--- config.mk ---
export PLATFORM = sky130hd
export DESIGN_NAME = output_port_arbiter
export DESIGN_NICKNAME = d
export VERILOG_FILES = /design/src/rtl/output_port_arbiter.sv
export SDC_FILE = /design/constraint.sdc
export NUM_CORES = 1
export LEC_CHECK = 0
export ABC_AREA = 1
export CORE_ASPECT_RATIO = 1.1
export CORE_UTILIZATION = 30
export DETAILED_ROUTE_END_ITERATION = 10
export PLACE_DENSITY = 0.68
export SYNTH_ARGS = -nofsm -noshare
export SYNTH_HDL_FRONTEND = slang
export SYNTH_SLANG_ARGS = --single-unit
--- constraint.sdc ---
create_clock -name clk -period 1.4 [get_ports clk]
set_input_delay 0.21 -clock clk [delete_from_list [all_inputs] [get_ports clk]]
set_output_delay 0.21 -clock clk [all_outputs]
set_load 0.01 [all_outputs]
--- src/rtl/output_port_arbiter.sv ---
// Output port arbiter: selects one input buffer per cycle into a single-entry output register.
// Round-robin priority when ARB_ROUND_ROBIN_EN is defined, otherwise fixed priority (index 0 highest).
module output_port_arbiter #(
  parameter int DATA_W  = 64,
  parameter int NUM_REQ = 3,
  parameter int ID_W    = 2
) (
  input  logic                      clk,
  input  logic                      reset,
  input  logic                      arb_en,
  input  logic [NUM_REQ*DATA_W-1:0] req_di,
  input  logic [NUM_REQ-1:0]        req_si,
  output logic [NUM_REQ-1:0]        req_ri,
  input  logic                      out_ro,
  output logic                      out_so,
  output logic [DATA_W-1:0]         out_do,
  output logic [ID_W-1:0]           out_id
);

  logic              full;
  logic [DATA_W-1:0] data_reg;
  logic [ID_W-1:0]   id_reg;
  logic [ID_W-1:0]   ptr;
  logic [ID_W-1:0]   win;
  logic              any;
  logic              can_accept;
  logic              drain;
  logic              xfer;

  // Reset also masks the handshake so nothing leaves or enters while it is held.
  assign out_so     = full && arb_en && !reset;
  assign out_do     = data_reg;
  assign out_id     = id_reg;
  assign drain      = out_so && out_ro;
  assign can_accept = arb_en && !reset && (!full || out_ro);
  assign xfer       = any && can_accept;

  always_comb begin : scan
    int idx;
    idx = 0;
    any = 1'b0;
    win = '0;
    for (int k = 0; k < NUM_REQ; k++) begin
      idx = int'(ptr) + k;
      if (idx >= NUM_REQ) idx = idx - NUM_REQ;
      if (!any && req_si[idx]) begin
        any = 1'b1;
        win = ID_W'(idx);
      end
    end
  end

  always_comb begin
    req_ri = '0;
    if (xfer) req_ri[win] = 1'b1;
  end

`ifdef ARB_ROUND_ROBIN_EN
  always_ff @(posedge clk) begin
    if (reset) begin
      ptr <= '0;
    end else if (xfer) begin
      if (win == ID_W'(NUM_REQ - 1)) ptr <= '0;
      else                           ptr <= win + 1'b1;
    end
  end
`else
  assign ptr = '0;
`endif

  always_ff @(posedge clk) begin
    if (reset) begin
      full     <= 1'b0;
      data_reg <= '0;
      id_reg   <= '0;
    end else if (xfer) begin
      full     <= 1'b1;
      data_reg <= req_di[win*DATA_W +: DATA_W];
      id_reg   <= win;
    end else if (drain) begin
      full     <= 1'b0;
    end
  end

endmodule
# Yosys cells after proc, flatten, opt, wreduce, memory -nomap -nowiden
# Cells that the tools add are included.
[classes] mux=10 shifts=1 reduce_logical=15 order_cmp=2
[op_table] op="$shiftx A192 B9 Y64" count=1
[op_table] op="$logic_and A1 B1 Y1" count=9
[op_table] op="$mux W1" count=7
[op_table] op="$logic_not A1 Y1" count=4
[op_table] op="$lt A2 B3 Y1 const B" count=1
[op_table] op="$mux W3" count=1
[op_table] op="$demux W1 S2" count=1
[op_table] op="$ge A2 B1 Y1 const B" count=1
[op_table] op="$mux W2" count=1
[op_table] op="$reduce_bool A2 Y1" count=1
[op_table] op="$logic_or A1 B1 Y1" count=1
[totals] out_inout_bits=70 wordCells=31 register_bits=67

# Logic depth before layout (Yosys ltp)
[logic_depth] ltp_word=12 ltp_mapped=8 depth_no_buf=7

# Least setup slack after synthesis
# No wires, ideal clock.
[synth_timing] kind="register -> output" from="reg full" to="out req_ri[0]" path_stages_with_launch=7 path_slack_ns=0.140 arrival_ns=1.050 required_time_ns=1.190 path_cell_list="dfxtp_1 nand2_1 nand3_1 buf_4 buf_6 buf_4 nor3_2"
[synth_between] elab_chain_cells=5
[synth_rtl] element="start: declaration" line="20" source="logic full;"
[synth_rtl] element="start signal: assignment" line="73" source="full <= 1'b0;"
[synth_rtl] element="start signal: assignment" line="77" source="full <= 1'b1;"
[synth_rtl] element="start signal: assignment" line="81" source="full <= 1'b0;"
[synth_rtl] element="$logic_not A1 Y1" line="35" source="assign can_accept = arb_en && !reset && (!full || out_ro);"
[synth_rtl] element="$logic_or A1 B1 Y1" line="35"
[synth_rtl] element="$logic_and A1 B1 Y1" line="35"
[synth_rtl] element="$logic_and A1 B1 Y1" line="36" source="assign xfer = any && can_accept;"
[synth_rtl] element="$mux W3" line="55" source="if (xfer) req_ri[win] = 1'b1;"
[synth_rtl] element="end: declaration" line="13" source="output logic [NUM_REQ-1:0] req_ri,"
# Every way passes these cells.

# Final worst setup path
[layout_timing] from="reg full" to="out req_ri[2]"
# Same word-level chain as after synthesis.

==> metrics <==
gr ovfl total 0; # rows 44; vias post-DR 5141; final RePlAce weighted congestion 0.7612; PD cells 824.3 nW/um2; die height 124.4 um; worst hold start req_si[2]; Sequential Power Share 34.7%; total core area 13270 um2; crit path time final 1313 ps; chip width 113.3 um; final setup TNS 0 ps; largest net degree at the start of global routing 81; r2r setup slk 120 ps; cell chain of the critical path nand2_2 > nand2_2 > inv_2 > nand2_2 > inv_2 > buf_6; ANT cells 0; Longest Clk Path Bufs 2; worst reg-to-reg path cell count 7; initial antenna violation count 0; worst slew pin tran 454.9 ps; P_leak 3.689 nW; max_cap viols 0; Post-Place Setup Slack -568.2 ps; port buffer count 268; # nets final 1196; hold path cells 5; Worst R2R End out_do[60]$_SDFFE_PP0P_; GRT Total Usage 21.30%; CP required 1190 ps; Hold Buf Count CTS 0; global-route wire length before repair 23.71 mm; Max Slew Vio Count 0; count of cell types in the netlist 16; drt total wl 14.65 mm; FMAX 0.7614 GHz; worst path bufs/invs 3; YS warnings 0; Die Area 14090 um2; Synth Cell Area 4086 um2; Iter 0 DRT Violations 214; CP Launch Type register; Setup violations, final 0; First-pass DRT Iterations 4; CTS tree yes; worst stage delay on the critical path 310 ps; residual DRC count 0; Vias/cell 4.338; worst r2r src full$_SDFFE_PP0P_; final std cell area, no fill 7373 um2; Area growth, synth to finish 80.43%; CTS sink count 67; layout cell share with drive strength beyond 1 6.593%; Clock Latency Late Sink 330 ps; worst setup margin 86.68 ps; Hold EP out_id[1]$_SDFFE_PP0P_; Post-DP HPWL 10.90 mm; CP Capture Type output port; critical path's slowest cell dfxtp_1; min-delay worst type in2reg; status completed; clock-pin slew on the worst setup and hold paths 50 ps; Rel. slew slack 69.67%; Clk pwr share 37.2%; Max H-tree Level 3; placed cell area 7133 um2; Wirelength per Cell 12.36 um; vias in the first global route 5004; RSZ-0062 raised after global routing no; Initial Util 30.80%; CP Class reg2out; Root Driver clkbuf_16; I/O Pins 269; register area share after synthesis 32.82%; Int Pwr 4.459 mW; P_sw 1.619 mW; Switching Share 26.64%; Synth Instances 734; count of state elements after synthesis 67; crit path DAT 1100 ps; maximum VDD drop 0.0005037 V; number of buffers created by CTS 9; antenna-violating nets left 0; Comb power frac 28.1%; Syn Area/Cell 5.567 um2; Top Family by Delay on Critical Path flip-flops; critical path fanouts, max 3; Clock Skew 4.933 ps; crit-path most repeated cell nand2_2; final cycle utilization of the critical path 93.81%; Hold Vio Cnt, Final 0; syn nets 933
-- tightest hold or removal path, cell delays in order --
cell and delay, ps:
buf_2 100, inv_1 80, nor3_2 60, nand2_2 90, a21oi_1 60
-- sequential cells by signal, indices dropped and copies added (netlist names) --
name and cells:
out_do 64, full 1, out_id 2
-- per-stage QoR --
step	cells	power, mW	utilization, %	hold WS, ps
3_5_place_dp	1169	3.959	53.76	457.2
2_1_floorplan	734	2.873	-	279.1
3_3_place_gp	1169	3.948	53.76	446.9
6_report	1185	6.078	55.57	321.6
5_1_grt	1185	6.438	55.57	356.1
4_1_cts	1185	6.167	55.50	298.9
-- cell families (layout without fill, tap and decap cells) --
group                  after synthesis  count (layout)  share of synthesized area [%]
AO/OA/AOI/OAI                        4               4                         0.5817
flip-flops                          67              67                          32.82
buffers and inverters              121             388                          12.61
AND/OR/NAND/NOR                    542             542                          53.98
-- area by class of cell --
cell class                      count  area, um2
Multi-Input combinational cell    546       2282
Sequential cell                    67       1341
Timing Repair Buffer              300       2950
Tap cell                          184      230.2
Inverter                           73      274.0
Clock buffer                       13      260.3
Clock inverter                      2      35.03
Fill cell                        1354       5894
-- synth_stat cells --
| master | n | area share, % |
|---|---|---|
| nand2_1 | 278 | 26 |
| nor2_1 | 132 | 12 |
| nand3_1 | 129 | 16 |
| inv_1 | 72 | 6.6 |
| dfxtp_1 | 67 | 33 |
| buf_2 | 22 | 2.7 |
| buf_1 | 10 | 0.92 |
| clkbuf_1 | 8 | 0.73 |
| buf_4 | 7 | 1.3 |
| a21oi_1 | 3 | 0.37 |
| buf_6 | 1 | 0.28 |
| inv_2 | 1 | 0.092 |
| nand2_2 | 1 | 0.15 |
| nor3_1 | 1 | 0.12 |
| nor3_2 | 1 | 0.24 |
| o21ai_2 | 1 | 0.21 |
-- what timing repair did --
action	in CTS	in global routing
pin swaps	1	1
buffers inserted	1	0
setup endpoints to repair	127	4
gates resized for setup	93	7
-- power groups by stage --
stage / combinational [mW] / sequential, mW / clock (mW)
final: 1.71 / 2.11 / 2.26
after global routing: 1.90 / 2.12 / 2.42
after CTS: 1.73 / 2.11 / 2.33
after detailed placement: 1.80 / 2.15 / 0
after global placement: 1.80 / 2.15 / 0
after floorplan: 0.656 / 2.22 / 0
-- layout by cell type, fill, tap and decap left out, types with 2 or more instances in the layout --
master and count:
nand2_1 274, clkdlybuf4s50_1 192, nor2_1 129, nand3_1 128, dlygate4sd2_1 70, inv_1 69, dfxtp_1 67, buf_4 20
clkbuf_16 9, buf_12 8, nand2_2 5, inv_2 4, buf_6 4, a21oi_1 3, buf_2 3, nor2_4 2
nor3_2 2, clkbuf_1 2, clkbuf_8 2
-- worst max path at each step --
stage | slack, ps | endpoint | depth (start not counted) | from
final | 90 | req_ri[2] | 6 | full$_SDFFE_PP0P_
after global routing | 3 | out_do[51]$_SDFFE_PP0P_ | 10 | req_si[0]
after CTS | -0.0008 | req_ri[1] | 8 | out_ro
after detailed placement | -570 | req_ri[2] | 5 | req_si[1]
after global placement | -570 | req_ri[2] | 5 | req_si[1]
after floorplan | 140 | req_ri[0] | 6 | full$_SDFFE_PP0P_
-- layer usage --
metal	up-vias	GRT usage, %	part of all wire [%]
li1	2754	-	-
met1	2189	23.41	41
met2	171	38.15	49
met3	27	5.742	6.6
met4	0	8.901	2.6
met5	-	0	0
Power figures use the tool's default switching activity.
